==> src/rtl/cipher_stream_receiver.sv <==
// Serial frame receiver that strips a repeating XOR key and emits plaintext bytes.
// Frames are delimited by start/end flags; malformed frames raise a one-cycle error pulse.
module cipher_stream_receiver #(
  parameter int KEY_SIZE = 32,
  parameter int MSG_SIZE = 512
) (
  input  logic                      iClk,
  input  logic                      iRst,
  input  logic                      iEn,
  input  logic                      iSerial_in,
  input  logic                      iSerial_start,
  input  logic                      iSerial_end,
  input  logic [KEY_SIZE-1:0]       iKey,
  input  logic                      iKey_load,
  output logic [7:0]                oPlain_byte,
  output logic                      oByte_valid,
  output logic                      oFrame_done,
  output logic                      oFrame_error,
  output logic [$clog2(MSG_SIZE):0] oBit_count
);

  localparam int CW = $clog2(MSG_SIZE) + 1;
  localparam int KW = $clog2(KEY_SIZE);
  localparam logic [CW-1:0] LAST_BIT = CW'(MSG_SIZE - 1);
  localparam logic [KW-1:0] KEY_LAST = KW'(KEY_SIZE - 1);

  localparam logic [1:0] S_IDLE    = 2'd0;
  localparam logic [1:0] S_RECEIVE = 2'd1;
  localparam logic [1:0] S_FLUSH   = 2'd2;

  logic [1:0]          state_q,      state_d;
  logic [KEY_SIZE-1:0] key_q,        key_d;
  logic [7:0]          shift_q,      shift_d;
  logic [7:0]          plain_q,      plain_d;
  logic [CW-1:0]       bit_count_q,  bit_count_d;
  logic [KW-1:0]       key_idx_q,    key_idx_d;
  logic                byte_valid_q, byte_valid_d;
  logic                frame_done_q, frame_done_d;
  logic                frame_err_q,  frame_err_d;

  logic          dec_bit;
  logic          dec_bit0;
  logic [KW-1:0] key_idx_next;
  logic          byte_full;

  always_comb begin
    // NOTE: every _d gets its hold value first so no path through the case leaves one unassigned (no latches).
    state_d      = state_q;
    key_d        = key_q;
    shift_d      = shift_q;
    plain_d      = plain_q;
    bit_count_d  = bit_count_q;
    key_idx_d    = key_idx_q;
    byte_valid_d = 1'b0;
    frame_done_d = 1'b0;
    frame_err_d  = 1'b0;

    dec_bit      = iSerial_in ^ key_q[KEY_LAST - key_idx_q];
    // Bit 0 of a frame always uses the key MSB, whatever the stale index says.
    dec_bit0     = iSerial_in ^ key_q[KEY_SIZE-1];
    key_idx_next = (key_idx_q == KEY_LAST) ? '0 : key_idx_q + KW'(1);
    byte_full    = (bit_count_q[2:0] == 3'd7);

    if (iEn) begin
      case (state_q)
        S_IDLE: begin
          if (iKey_load) key_d = iKey;
          if (iSerial_start && iSerial_end) begin
            frame_err_d = 1'b1;
          end else if (iSerial_start) begin
            shift_d     = {7'd0, dec_bit0};
            bit_count_d = CW'(1);
            key_idx_d   = KW'(1);
            state_d     = S_RECEIVE;
          end
        end

        S_RECEIVE: begin
          if (iSerial_start) begin
            frame_err_d = 1'b1;
            shift_d     = {7'd0, dec_bit0};
            bit_count_d = CW'(1);
            key_idx_d   = KW'(1);
          end else begin
            shift_d     = {shift_q[6:0], dec_bit};
            bit_count_d = bit_count_q + CW'(1);
            key_idx_d   = key_idx_next;
            if (iSerial_end && (bit_count_q != LAST_BIT)) begin
              frame_err_d = 1'b1;
              shift_d     = '0;
              state_d     = S_IDLE;
            end else begin
              if (byte_full) begin
                byte_valid_d = 1'b1;
                plain_d      = {shift_q[6:0], dec_bit};
              end
              if (bit_count_q == LAST_BIT) begin
                if (iSerial_end) begin
                  frame_done_d = 1'b1;
                  state_d      = S_FLUSH;
                end else begin
                  frame_err_d = 1'b1;
                  state_d     = S_IDLE;
                end
              end
            end
          end
        end

        S_FLUSH: state_d = S_IDLE;

        default: state_d = S_IDLE;
      endcase
    end
  end

  // NOTE: sequential state uses non-blocking assignments so all flops update from pre-edge values.
  always_ff @(posedge iClk or posedge iRst) begin
    if (iRst) begin
      state_q      <= S_IDLE;
      key_q        <= '0;
      shift_q      <= '0;
      plain_q      <= '0;
      bit_count_q  <= '0;
      key_idx_q    <= '0;
      byte_valid_q <= 1'b0;
      frame_done_q <= 1'b0;
      frame_err_q  <= 1'b0;
    end else begin
      state_q      <= state_d;
      key_q        <= key_d;
      shift_q      <= shift_d;
      plain_q      <= plain_d;
      bit_count_q  <= bit_count_d;
      key_idx_q    <= key_idx_d;
      byte_valid_q <= byte_valid_d;
      frame_done_q <= frame_done_d;
      frame_err_q  <= frame_err_d;
    end
  end

  assign oPlain_byte  = plain_q;
  assign oByte_valid  = byte_valid_q;
  assign oFrame_done  = frame_done_q;
  assign oFrame_error = frame_err_q;
  assign oBit_count   = bit_count_q;

endmodule
==> config.mk <==
export PLATFORM = sky130hd
export DESIGN_NAME = cipher_stream_receiver
export DESIGN_NICKNAME = d
export VERILOG_FILES = /design/src/rtl/cipher_stream_receiver.sv
export SDC_FILE = /design/constraint.sdc
export NUM_CORES = 1
export LEC_CHECK = 0
export ABC_AREA = 1
export CORE_MARGIN = 5
export CORE_UTILIZATION = 52
export CTS_CLUSTER_DIAMETER = 150
export DETAILED_ROUTE_END_ITERATION = 7
export PLACE_DENSITY = 0.87
export SETUP_SLACK_MARGIN = 0.1
export SYNTH_ARGS = -nofsm -noshare
export SYNTH_HDL_FRONTEND = slang
export SYNTH_SLANG_ARGS = --single-unit
export TNS_END_PERCENT = 30
==> constraint.sdc <==
create_clock -name iClk -period 2.79 [get_ports iClk]
set_input_delay 0.4185 -clock iClk [delete_from_list [all_inputs] [get_ports iClk]]
set_output_delay 0.4185 -clock iClk [all_outputs]
set_load 0.05 [all_outputs]
**After elaboration in Yosys (flattened, before gate mapping)**

Index checks and enable logic that the tools add are counted.

- Add/subtract/negate cells: 3
- Multiply operators: 0
- Divide/modulo/power cells: 0
- Order comparisons: 1
- Equal/unequal tests: 9
- Shift operators: 0
- Muxes and demuxes: 41
- Bitwise operators: 4
- Reduce and logical (&&, ||, !) cells: 8

Operators with widths:

| operator | number |
|---|---|
| 10-bit 2-to-1 mux | 3 |
| 7-bit 2-to-1 mux | 4 |
| 5-bit 2-to-1 mux | 4 |
| 10-bit case mux with 2 select lines | 1 |
| 1-bit 2-to-1 mux | 18 |
| 7-bit case mux with 2 select lines | 1 |
| 2-bit 2-to-1 mux | 6 |
| 10-bit by 1-bit adder with 10-bit output, second input constant | 1 |
| 10-bit by 9-bit equality test with 1-bit output, second input constant | 1 |
| 10-bit by 9-bit != test with 1-bit output, second input constant | 1 |
| 5-bit case mux with 2 select lines | 1 |
| 5-bit AND reduction | 2 |
| 5-bit by 6-bit less-than comparator with 1-bit output, second input constant | 1 |
| 2-bit != test, second input constant | 3 |
| 5-bit by 1-bit adder with 5-bit output, second input constant | 1 |
| 1-bit binary-select mux with 5-bit select | 1 |
| 5-bit equality test, second input constant | 1 |
| 5-bit subtractor, first input constant | 1 |
| 2-bit case mux with 2 select lines | 1 |
| 4-bit AND reduction | 1 |
| 3-bit equality test, second input constant | 1 |
| 3-bit != test, second input constant | 1 |
| 3-bit AND reduction | 1 |
| 2-bit by 1-bit equality test with 1-bit output, second input constant | 1 |
| other kinds (6) | 9 |

- Register bits after elaboration: 67
- Latch bits: 0
- RAM bits: 0
- Memory bits (read-only): 0
- Word-level logic and storage cells: 75
- Memories: 0

**Longest topological paths before layout**

Gate-level depths: netlist of the first run.

- Depth in word-level cells: 7
- Mapped depth: 17
- Mapped depth without buffers: 17

**Worst setup path after synthesis of the first run**

No wires, ideal clock.

- Path kind: register to register
- From: register bit_count_q[0], in the netlist oBit_count[0]
- To: register plain_q[1], in the netlist oPlain_byte[1]
- Library setup time: 127 ps
- Arrival time: 2472 ps
- Setup slack: 191 ps
- Stages on the path, launching flop included: 18
- Period minus slack after synthesis: 2599 ps
- Cell sequence: dfrtp_1 ha_1 nand3_1 nor2_1 inv_1 nor2_1 nand2_1 nor2_1 nand2_1 nor2_1 inv_1 ha_1 nor2_4 inv_2 nor2_4 inv_2 nand2_1 o21ai_1

- Word-level cells in the longest chain between the ends: 4

Ends and longest elaborated chain:

| item | line | text |
|---|---|---|
| start: declaration | 35 | `logic [CW-1:0] bit_count_q, bit_count_d;` |
| start signal: assignment | 134 | `bit_count_q <= bit_count_d;` |
| 10-bit by 9-bit != test with 1-bit output | 88 | `if (iSerial_end && (bit_count_q != LAST_BIT)) begin` |
| 1-bit logical AND | 88 |  |
| 1-bit inverter (no line) | n/a |  |
| 5-bit AND reduction (no line) * | n/a |  |
| end signal: assignment | 133 | `plain_q <= plain_d;` |
| end: declaration | 34 | `logic [7:0] plain_q, plain_d;` |

Mark *: on every way between the ends. The rest lies on a longest branch, timed or not.
A chain may end at the register's enable or synchronous reset.

**Worst setup path after layout of the first run**

- From: register bit_count_q[0], in the netlist oBit_count[0]
- To: register state_q[1]

- Word-level cells in the longest chain between the ends: 5

Ends and longest elaborated chain:

| item | line | text |
|---|---|---|
| 10-bit by 9-bit != test with 1-bit output | 88 |  |
| 1-bit logical AND | 88 |  |
| 2-bit 2-to-1 mux | 88 |  |
| 2-bit 2-to-1 mux | 79 | `if (iSerial_start) begin` |
| 2-bit case mux with 2 select lines | 65 | `case (state_q)` |
| end signal: assignment | 130 | `state_q <= state_d;` |
| end: declaration | 31 | `logic [1:0] state_q, state_d;` |

Several ways; a longest one is shown, not always the timed one. The select of a mux whose other input is x is not followed.

==> results of run 1 <==
## timing repair
item / CTS / global route
setup endpoints to repair: 0 / 10
setup buffers: 0 / 1
resized for setup: 0 / 1
## per-layer routing
| layer | global-route usage, % | share of wire [%] |
|---|---|---|
| met3 | 4.935 | 4.8 |
| met1 | 26.80 | 43 |
| met2 | 32.12 | 50 |
| met4 | 8.654 | 2.2 |
| met5 | 0 | 0 |
## cell usage after synthesis, types with 7 or more instances
cell                       n  area (um2)
sky130_fd_sc_hd__a21oi_1  11       55.05
sky130_fd_sc_hd__dfrtp_1  67        1677
sky130_fd_sc_hd__ha_1      7       87.58
sky130_fd_sc_hd__inv_1    16       60.06
sky130_fd_sc_hd__inv_2     7       26.28
sky130_fd_sc_hd__mux2_1   28       315.3
sky130_fd_sc_hd__nand2_1  76       285.3
sky130_fd_sc_hd__nand2_2   7       43.79
sky130_fd_sc_hd__nand3_1  32       160.2
sky130_fd_sc_hd__nor2_1   22       82.58
sky130_fd_sc_hd__o21ai_0   7       35.03
sky130_fd_sc_hd__o21ai_1  14       70.07
## sequential cells by signal, summed over array words and instances, names as in the netlist
register / cells
key_idx_q: 5
oFrame_done: 1
oBit_count: 10
shift_q: 7
oFrame_error: 1
key_q: 32
oPlain_byte: 8
oByte_valid: 1
state_q: 2
## critical path: cells and delay by family, from the launching register on
family / cells / cell delay (ps)
AO/OA/AOI/OAI: 2 / 300
adder cells (fa/ha/maj): 2 / 370
buffers and inverters: 2 / 120
AND/OR/NAND/NOR: 9 / 1170
flip-flops: 1 / 410
## power breakdown
group / leakage (nW) / internal, mW / switching (mW)
clock network: 0.0947 / 0.438 / 0.350
registers: 0.856 / 1.27 / 0.262
logic: 0.845 / 0.493 / 0.651
## path summary, 6_finish.rpt
path | from | to
setup / recovery | oBit_count[0]$_DFFE_PP0P_ | state_q[1]$_DFFE_PP0P_
hold / removal | iRst | oPlain_byte[0]$_DFFE_PP0P_
min in group iClk | key_q[20]$_DFFE_PP0P_ | key_q[20]$_DFFE_PP0P_
max in group asynchronous | iRst | key_q[10]$_DFFE_PP0P_
setup reg to reg | oBit_count[0]$_DFFE_PP0P_ | state_q[1]$_DFFE_PP0P_
hold reg to reg | key_q[20]$_DFFE_PP0P_ | key_q[20]$_DFFE_PP0P_
## through the flow
step | std cells | instance area (um2) | total power [mW] | worst slack (ps)
floorplan | 331 | 3231 | 2.407 | 191.1
global placement | 459 | 3856 | 2.618 | 508.8
detailed placement | 459 | 3856 | 2.684 | 359.1
CTS | 475 | 4044 | 3.478 | 240.2
global route | 476 | 4054 | 3.716 | 28.15
finish | 476 | 4054 | 3.463 | 308.2
## final cells by class
cell class	count	area (um2)	area share, %
flip-flops and latches	67	1677	41.36
multi-input cells	229	1366	33.70
well taps	75	93.84	2.315
clock buffers	14	152.6	3.765
clock inverters	2	35.03	0.8642
repair buffers	64	628.1	15.49
inverters	25	101.3	2.500
## cell families after synthesis
group | count (synthesis)
AOI/OAI and AO/OA | 40
xor gates and xnor gates | 2
adders and majority gates | 7
buffers and inverters | 35
DFF | 67
muxes | 32
and+or+nand+nor | 148
==> results by stage, run 1 <==
Synth:
- The area fraction in compound gates after synthesis is 6.933%.
- Summing the areas of all and, or, nand and nor instances in the mapped netlist gives 20.88% of the synthesized area.
- The post-synthesis mux area share is 11.15%.
- After Yosys synthesis, XOR and XNOR cells account for 0.5422% of the synthesized area.
- Counting flops with a built-in enable in the synthesized netlist gives 0.
- The net count of the mapped netlist is 377.
- The combinational family with the most area after synthesis is simple AND/OR/NAND/NOR gates.
- Yosys printed 0 warnings.
- The sequential share of the synthesized area is 51.90%.
- Yosys mapped the design onto 30 distinct sky130hd cell types.
- The synthesized instance count is 331.
- The leading register cell type out of synthesis is sky130_fd_sc_hd__dfrtp_1.
- After synthesis the netlist holds a flip-flop and latch count of 67.
- The synthesized netlist occupies a cell area of 3231 um2.
- The synthesized area per cell is 9.760 um2.
- After Yosys synthesis, full adders, half adders and majority gates account for 2.711% of the synthesized area.
- In the synthesized netlist the async set-or-reset flop fraction comes to 100.0%.

Timing:
- In the final timing run, aggregate negative setup slack is 0 ps.
- The tightest hold margin is 487.3 ps.
- The final hold violation count is 0.
- Between clock sinks in the finished design, the worst skew comes to 5.841 ps.
- Measured against its own limit, the worst slew margin works out to 48.53%.
- At the pin with the least slew margin, the transition time is 772.1 ps.
- Setup violations remaining at the end of the flow were counted as 0.
- The max-slew violation total from the final report is 0.
- Setup repair after global routing could not meet its margin everywhere.
- For the finished layout, the period the worst path requires is 2482 ps.
- In the finished design, the share of the clock period the worst path needs comes to 88.95%.
- For this run, the top clock speed supported by timing is 0.4029 GHz.

Clocking:
- No sink is reached through more buffers than the 2 on the longest clock path.
- CTS placed an instance of sky130_fd_sc_hd__clkbuf_8 at the clock tree root.
- The number of buffers added by the clock tree synthesis step is 9.
- CTS saw 67 sinks.
- The number of hold buffers added after CTS is 0.
- The clock transition at the registers of the reported paths is 70 ps.
- CTS built an H-tree with a depth of 3.
- The later pin in the worst-skew pair is clocked with a latency of 340 ps.
- TritonCTS built the clock tree.

Setup path:
- The stage delay of the slowest cell on the critical path is 410 ps.
- The endpoint kind of the worst setup timing path is a flop.
- The worst setup path is of the flop to flop kind.
- The worst reg-to-reg path cell count is 15.
- The most common cell type on the critical path is sky130_fd_sc_hd__nor2_1.
- STA classifies the critical path startpoint as a flop.
- Walking the worst path, the cells encountered are ha_1 > nand3_1 > nor2_1 > inv_1 > nor2_1 > nand2_1 > nor2_1 > nand2_1 > nor2_2 > inv_1 > ha_1 > or2_2 > a21oi_1 > nand3_1 > o21ai_0.
- The largest individual stage delay along the critical path comes from the cell sky130_fd_sc_hd__dfrtp_1.
- STA puts the critical path data required time at 3060 ps.
- The flop-to-flop setup slack is 310 ps.
- The maximum fanout count along the critical path is 5.
- The data arrival time of the critical path is 2750 ps.

Cells and area:
- The final-stage net count is 442.
- The number of inserted filler cells in the final layout is 433.
- The core utilization of the finished layout is 67.67%.
- The number of antenna diodes in the final layout is 0.
- Relative to the synthesized area, the layout overhead comes to 25.48%.
- The most common cell after layout, fill and taps aside is sky130_fd_sc_hd__nand2_1.
- In the layout the commonest cells are sky130_fd_sc_hd__nand2_1 (76), sky130_fd_sc_hd__dfrtp_1 (67), sky130_fd_sc_hd__clkdlybuf4s50_1 (59).
- Of the cells placed in the final design, the portion with a size suffix greater than 1 is 11.97%.

GRT:
- The total routing resource utilization after global routing is 20.34%.
- The via count of the first global-routing pass is 2570.
- The residual overflow from global routing is 0.
- The initial antenna violation count is 0.
- The first-pass GRT wire length is 12160 um.
- The pin count of the biggest net entering global routing is 33.

Routing:
- The routed layout has 2548 vias.
- Summed over all layers, the routed wires come to 7199 um.
- The first TritonRoute pass finished after 4 iterations.
- The wire length per cell after detailed routing is 15.12 um.
- The post-detailed-route via-to-cell ratio is 5.353.
- Once detail routing completed, the nets flagged for antenna violations numbered 0.
- For this run, design rule violations remaining after detail routing come to 0.
- The iteration-0 DRC count of the detailed router is 165.

Floorplan:
- The initial core utilization is 53.93%.
- The floorplan has 28 rows.
- From left edge to right edge, the die measures 88.82 um.
- The chip height is 88.82 um.
- The top-level port count is 60.
- The die covers 7889 um2.
- The floorplan core area is 5991 um2.

Worst hold path:
- The tightest min-delay check is of the input pin to asynchronous set/reset pin type.

Power and ir drop:
- Across the VDD grid, the largest voltage drop is 0.0004098 V.
- The power density over the cells is 854.1 nW/um2.
- The total leakage power is 1.796 nW.

Run status:
- The run finished with clean final reports.

Placement:
- The routability congestion estimate from global placement is 0.8122.
- Summed over all nets, the half-perimeter wirelength after detailed placement is 5028 um.
- The count of buffers inserted at the top-level ports is 59.

Job:
- The tool flagged a number of max-cap violations equal to 0.
(Power assumes the default switching activity.)
==> run 2: changes to the inputs <==
CAP_MARGIN = 20   (was unset)
CORE_MARGIN = 2   (was 5)
CTS_BUF_LIST = sky130_fd_sc_hd__clkbuf_16   (was unset)
==> run 2 against run 1 <==
Compared with the run above: final cell count is 0.21% higher; total power grew 10%; global-route usage increased by 4.4 points; non-clock buffer count up 1; hold slack worse by 0.66 ps; flip-flop and latch count is the same; clock power is 36% higher; combinational power grew 6%; clock skew down 1.2 ps; sequential share of layout area decreased by 1.1 points; wire length rose by 11%; critical path type unchanged; critical endpoint unchanged; highest routed layer unchanged.
==> results by stage, run 2 (same netlist as run 1, synthesis figures left out) <==
Run status:
- The flow ran to the end, and the final reports show no timing, DRC or antenna violations.

Cells and area:
- The final-stage net count is 443.
- Ranked by flip-flop count, first place goes to key_q.
- Relative to the synthesized area, the layout overhead comes to 29.05%.
- The number of cells in the finished layout apart from fillers is 477.
- Leaving out fill and tap cells, the most frequent cells in the layout are sky130_fd_sc_hd__nand2_1 (76), sky130_fd_sc_hd__dfrtp_1 (67), sky130_fd_sc_hd__clkdlybuf4s50_1 (59).
- The library cell used most frequently in the layout, excluding fill and tap cells, is sky130_fd_sc_hd__nand2_1.
- The number of inserted filler cells in the final layout is 428.
- The number of diodes is 0.
- The summed area of non-filler cells in the final layout is 4169 um2.
- The core utilization of the finished layout is 70.00%.
- The layout cell share with drive strength beyond 1 is 12.19%.
- The register with the most flip-flops in the layout has 32 of them.

Timing:
- The clock arrives with 4.644 ps of skew.
- The actual transition at the worst max-transition pin is 662.6 ps.
- The minimum clock period after layout is 2567 ps.
- The ratio of final minimum period to clock period is 92.02%.
- The max-slew violation total from the final report is 0.
- The highest achievable clock rate is 0.3895 GHz.
- Setup repair after global routing left no endpoint under its margin.
- The setup slack of the critical path after layout is 222.7 ps.
- Measured against its own limit, the worst slew margin works out to 55.76%.
- The final hold violation count is 0.
- The final-report setup violation count is 0.
- After routing, the total negative slack on setup checks comes to 0 ps.

Floorplan:
- In this run the count of I/O pins placed on the die edge is 60.
- The chip height is 82.82 um.
- The row count is 28.
- The initial utilization of the core area, before any placement, comes to 54.24%.
- The die is 82.82 um wide.
- The floorplan step defined a die boundary enclosing 6859 um2.
- In this run the standard cell core region covers 5956 um2.

GRT:
- The total routing resource utilization after global routing is 24.74%.
- The initial antenna violation count is 0.
- The busiest metal layer after global routing is met2.
- In the global route stage, met3 resource usage came out at 4.274%.
- After global routing the overflow that remains totals 0.
- The first global-routing pass estimated 13580 um of wire.
- The via count of the first global-routing pass is 2797.
- The met2 capacity usage during global routing is 40.62%.
- Global routing consumed, on the met1 layer, 30.84% of the routing resources.
- The pin count of the biggest net entering global routing is 38.

Setup path:
- The maximum fanout count along the critical path is 4.
- The endpoint identified for the worst register-to-register timing path is state_q[1]$_DFFE_PP0P_.
- Measured in cells, the most critical reg-to-reg path has a length of 15.
- The setup path with the least slack is of type flop to flop.
- The data arrival time of the critical path is 2800 ps.
- The worst register-to-register path has a setup slack of 220 ps.
- Data on the critical path is required at its endpoint by 3020 ps.
- The startpoint type of the worst setup path is a flop.
- The launch instance of the worst register-to-register path is oBit_count[1]$_DFFE_PP0P_.
- The endpoint kind of the worst setup timing path is a flop.

Power and ir drop:
- In this run the power spent charging and discharging nets is 1.366 mW.
- The total leakage power is 1.864 nW.
- The clock network fraction of design power is 28.1%.
- Per report_power, the combinational group accounts for 31.8% of the total.
- Across the VDD grid, the largest voltage drop is 0.0004879 V.
- The internal power contribution is 2.450 mW.
- The power density over the cells is 915.2 nW/um2.
- The share of total power dissipated in sequential elements is 40.1%.
- Net switching is 35.80% of the power.

Clocking:
- For the worst-skew pair, the clock arrives at the later sink with an insertion delay of 330 ps.
- The cell sitting at the root of the clock tree is a sky130_fd_sc_hd__clkbuf_16.
- The number of buffers added by the clock tree synthesis step is 9.
- The number of sinks driven by the clock tree is 67.
- The buffer levels on the longest clock path is 2.
- The number of hold buffers added after CTS is 0.
- The clock transition at the registers of the reported paths is 50 ps.
- The number of levels the H-tree was split into is 3.
- TritonCTS built the clock tree.

Routing:
- The count of antenna-violating nets left after detailed routing is 0.
- The total DRC errors in the routed layout is 0.
- The iteration-0 DRC count of the detailed router is 158.
- The post-detailed-route via-to-cell ratio is 5.556.
- The wire length per cell after detailed routing is 16.74 um.
- Wires add up to 7986 um.
- The total number of vias is 2650.
- The first TritonRoute pass finished after 4 iterations.

Worst hold path:
- The critical hold path startpoint is oPlain_byte[5]$_DFFE_PP0P_.
- The worst hold path was traced through 2 stages.
- The end point of the worst hold path is oPlain_byte[5]$_DFFE_PP0P_.
- The type of the tightest min-delay check is flop to flop.

Placement:
- The detailed placer's ending HPWL is 5012 um.
- The count of buffers inserted at the top-level ports is 59.
- At the end of routability-driven placement, the weighted congestion stood at 0.8707.
- In this run the cell area measured after placement is 3869 um2.
- Prior to clock tree synthesis, the placed netlist has a worst setup slack of 324.3 ps.
- The number of placed instances, taps included, is 459.

Job:
- The number of max-cap violations is 0.
-- run 2: stage by stage --
stage                     total power [mW]  hold WS, ps
after floorplan                      2.407        449.2
after global placement               2.629        472.5
after detailed placement             2.701        480.7
after CTS                            3.804        492.7
after global routing                 4.044        511.7
final                                3.815        486.7
-- run 2: cell type report --
class	count	area, um2	area share [%]
flip-flops and latches	67	1677	40.22
inverters	25	101.3	2.431
clock inverters	7	53.80	1.291
well taps	75	93.84	2.251
clock buffers	9	225.2	5.402
multi-input cells	229	1370	32.86
repair buffers	65	648.1	15.55
-- run 2: metal layers --
metal | share of wire (%) | wire [um] | up-vias
met5 | 0 | 0 | -
met4 | 4.3 | 341 | 0
met3 | 5.4 | 433 | 29
met2 | 51 | 4054 | 114
met1 | 40 | 3157 | 1273
li1 | - | - | 1234
-- run 2: critical path, stage by stage, from the launching register on --
cell                      delay [ps]
sky130_fd_sc_hd__dfrtp_1         410
sky130_fd_sc_hd__ha_1            220
sky130_fd_sc_hd__nand3_1         120
sky130_fd_sc_hd__nor2_1          110
sky130_fd_sc_hd__inv_1            70
sky130_fd_sc_hd__nor2_2          110
sky130_fd_sc_hd__nand2_1          80
sky130_fd_sc_hd__nor2_1          150
sky130_fd_sc_hd__nand2_1          90
sky130_fd_sc_hd__nor2_1          140
sky130_fd_sc_hd__inv_1            80
sky130_fd_sc_hd__ha_1            190
sky130_fd_sc_hd__or2_2           280
sky130_fd_sc_hd__a21oi_2         220
sky130_fd_sc_hd__nand3_1         100
sky130_fd_sc_hd__o21ai_0         110
-- run 2: what timing repair did --
item | 4_1_cts | 5_1_grt
setup endpoints to repair | 0 | 10
buffers inserted | 0 | 2
gates resized for setup | 0 | 2
-- run 2: power by group through the flow --
stage	Combinational [mW]	Clock, mW	Sequential (mW)
floorplan	0.893	0	1.51
global placement	1.12	0	1.51
detailed placement	1.17	0	1.53
CTS	1.20	1.08	1.52
global route	1.36	1.12	1.57
finish	1.21	1.07	1.53
-- run 2: how the worst max path moves through the flow --
stage	from	to	slack [ps]
6_report	oBit_count[1]$_DFFE_PP0P_	state_q[1]$_DFFE_PP0P_	220
5_1_grt	oBit_count[1]$_DFFE_PP0P_	state_q[1]$_DFFE_PP0P_	110
4_1_cts	oBit_count[0]$_DFFE_PP0P_	state_q[1]$_DFFE_PP0P_	160
3_5_place_dp	oBit_count[1]$_DFFE_PP0P_	state_q[1]$_DFFE_PP0P_	320
3_3_place_gp	oBit_count[0]$_DFFE_PP0P_	oPlain_byte[2]$_DFFE_PP0P_	510
2_1_floorplan	oBit_count[0]$_DFFE_PP0P_	oPlain_byte[1]$_DFFE_PP0P_	190
==> run 3: changes to the inputs <==
CORE_UTILIZATION = 56   (was 52)
PLACE_DENSITY = 0.92   (was 0.87)
clock period = 3.3 ns   (was 2.79 ns; I/O delays follow)
==> run 3 against run 2 <==
Compared with the run above: utilization is 4.5 points higher; flip-flop and latch count stayed put; worst setup slack better by 490 ps; register-to-register slack better by 490 ps; critical path type unchanged; critical endpoint is now oPlain_byte[2]$_DFFE_PP0P_; largest cell class unchanged; highest routed layer unchanged.
==> results by stage, run 3 (same netlist as run 1, synthesis figures left out) <==
Clocking:
- The longest clock path from root to sink contains 2 buffers.
- The cell chosen for the clock root is sky130_fd_sc_hd__clkbuf_16.
- The number of clock buffers added by TritonCTS is 9.
- The number of hold buffers added after CTS is 0.
- TritonCTS built the clock tree.
- The clock transition at the registers of the reported paths is 50 ps.
- Post-CTS repair changed the size of 0 cells.
- Once the clock tree was built, the setup fixing pass inserted 0 buffers.
- The insertion delay of the later-clocked pin in the worst-skew pair is 330 ps.
- In this run the number of H-tree levels came out at 3.
- The number of sinks driven by the clock tree is 67.

Timing:
- Setup violations remaining at the end of the flow were counted as 0.
- The smallest clock period supported by the final layout is computed as 2583 ps.
- Across all setup checks in the final design, the least slack found is 717.4 ps.
- The setup skew after layout is 6.393 ps.
- The max-slew violation total from the final report was 0.
- The worst slew margin relative to its limit is 46.67%.
- Setup repair after global routing left no endpoint under its margin.
- The actual transition at the worst max-transition pin is 799.9 ps.
- The final hold violation count came to 0.
- Summed over all failing endpoints, the final setup total negative slack is 0 ps.
- After layout, the worst path uses 78.26% of the clock period.
- The highest achievable clock rate is 0.3872 GHz.

Floorplan:
- The row count is 27.
- The chip height is 79.96 um.
- The floorplan core area is 5540 um2.
- The die is 79.96 um wide.
- For this configuration, the core starts out at a cell density of 58.31%.
- The top-level port count is 60.
- The area of the die is 6393 um2.

Power and ir drop:
- For this design the static power due to leakage is 1.835 nW.
- The worst-case vdd ir drop is 0.0004721 V.
- The power density over the cells is 771.7 nW/um2.

Setup path:
- The critical path goes through ha_1 > nand3_1 > nor2_1 > inv_1 > nor2_1 > nand2_1 > nor2_1 > nand2_1 > nor2_1 > inv_1 > ha_1 > nor2_4 > inv_2 > nor2_4 > inv_2 > nand2_1 > o21ai_1.
- The data required time of the critical path is 3500 ps.
- The maximum fanout count along the critical path is 10.
- By startpoint and endpoint, the worst setup path is classified as flop to flop.
- The launch instance of the worst register-to-register path is oBit_count[0]$_DFFE_PP0P_.
- The data arrival time of the critical path is 2780 ps.
- The most critical setup path has its startpoint at oBit_count[0]$_DFFE_PP0P_.
- Among all stages on the critical path, the largest delay is contributed by sky130_fd_sc_hd__dfrtp_1.
- The startpoint type of the worst setup path is a flop.
- Among the stages of the critical path, the cell type that occurs most often is sky130_fd_sc_hd__nor2_1.
- The endpoint kind of the worst setup timing path is a flop.
- The stage delay of the slowest cell on the critical path is 410 ps.

Cells and area:
- The register with the most flip-flops in the final layout is key_q.
- The area of combinational cells with multiple inputs is 1364 um2.
- Leaving out fill and tap cells, the most frequent cells in the layout are sky130_fd_sc_hd__nand2_1 (76), sky130_fd_sc_hd__dfrtp_1 (67), sky130_fd_sc_hd__clkdlybuf4s50_1 (59).
- The flip-flop count of the largest register, all copies and words added is 32.
- The layout cell share with drive strength beyond 1 is 10.83%.
- The library cell used most frequently in the layout, excluding fill and tap cells, is sky130_fd_sc_hd__nand2_1.
- In the final design database the tool counted 439 nets.
- The sequential standard cell area is 1677 um2.
- The number of diodes is 0.
- The number of inserted filler cells in the final layout is 361.
- The area added between synthesis and finish is 27.69%.

Placement:
- The detailed placer's ending HPWL is 4983 um.
- The count of buffers inserted at the top-level ports is 59.
- Prior to clock tree synthesis, the placed netlist has a worst setup slack of 847.2 ps.
- Routability-driven placement finished with a final weighted congestion of 0.9324.

Routing:
- The routed layout has 2643 vias.
- The count of antenna-violating nets left after detailed routing is 0.
- The post-detailed-route via-to-cell ratio is 5.635.
- The first TritonRoute pass finished after 5 iterations.
- The total DRC errors in the routed layout is 0.
- In this run, the number of DRC markers left after iteration 0 of detailed routing was 333.
- For this block, the routed nets add up to 7499 um of wire.
- The wire length per cell after detailed routing is 15.99 um.

GRT:
- The residual overflow from global routing is 0.
- The first-pass GRT wire length is 12380 um.
- The initial antenna violation count is 0.
- The total routing resource utilization after global routing is 25.79%.
- Entering global routing, the biggest net connects 38 pins.
- The via count of the first global-routing pass is 2688.

Worst hold path:
- The path class of the tightest hold or removal check is flop to flop.
- The startpoint identified for the worst hold timing path is oPlain_byte[5]$_DFFE_PP0P_.

Job:
- The tool flagged a number of max-cap violations equal to 0.

Run status:
- The run finished with clean final reports.
-- run 3: cell types whose count changed in the layout (fill, tap and decap cells not counted), sizes merged --
cell / previous run / this run
clkinv: 3 / 4
inv: 28 / 26
buf: 6 / 2
-- run 3: layout make-up --
cell class | instances | area share, %
flip-flops and latches | 67 | 40.64
multi-input cells | 229 | 33.06
repair buffers | 61 | 14.98
clock buffers | 9 | 5.460
inverters | 25 | 2.457
well taps | 72 | 2.184
clock inverters | 6 | 1.213
-- run 3: critical path, delay by kind of cell, from the launching register on --
family,cells,cell delay (ps)
AND/OR/NAND/NOR,10,1210
adder cells (fa/ha/maj),2,430
flip-flops,1,410
buffers and inverters,4,350
AO/OA/AOI/OAI,1,70
-- run 3: path summary, 6_finish.rpt --
path / to / slack [ps] / cells past startpoint
max: oPlain_byte[2]$_DFFE_PP0P_ / 720 / 17
min: oPlain_byte[5]$_DFFE_PP0P_ / 480 / 2
max reg2reg: oPlain_byte[2]$_DFFE_PP0P_ / 720 / 17
min reg2reg: oPlain_byte[5]$_DFFE_PP0P_ / 480 / 2
max in group asynchronous: key_q[17]$_DFFE_PP0P_ / 2090 / 3
min in group asynchronous: oPlain_byte[7]$_DFFE_PP0P_ / 590 / 2
-- run 3: per-layer routing --
| metal | vias to the layer above | wire, um | global-route usage (%) |
|---|---|---|---|
| met5 | - | 0 | 0 |
| met4 | 0 | 236 | 13.56 |
| met3 | 27 | 394 | 4.977 |
| met2 | 113 | 3785 | 43.33 |
| met1 | 1281 | 3082 | 31.33 |
| li1 | 1222 | - | - |
-- run 3: where the power goes --
| group | leakage (nW) | switching, mW | total [mW] | internal, mW |
|---|---|---|---|---|
| Combinational | 0.836 | 0.570 | 0.980 | 0.410 |
| Clock | 0.143 | 0.325 | 0.892 | 0.567 |
| Sequential | 0.856 | 0.236 | 1.31 | 1.07 |
-- run 3: metrics by stage --
stage	hold WS (ps)	cell area, um2	std cells	total power, mW	util [%]
after floorplan	449.2	3231	331	2.035	-
after global placement	463.2	3850	454	2.204	69.49
after detailed placement	481.3	3850	454	2.273	69.49
after CTS	482.4	4125	469	3.191	74.46
after global routing	504.5	4125	469	3.363	74.46
final	479.2	4125	469	3.183	74.46
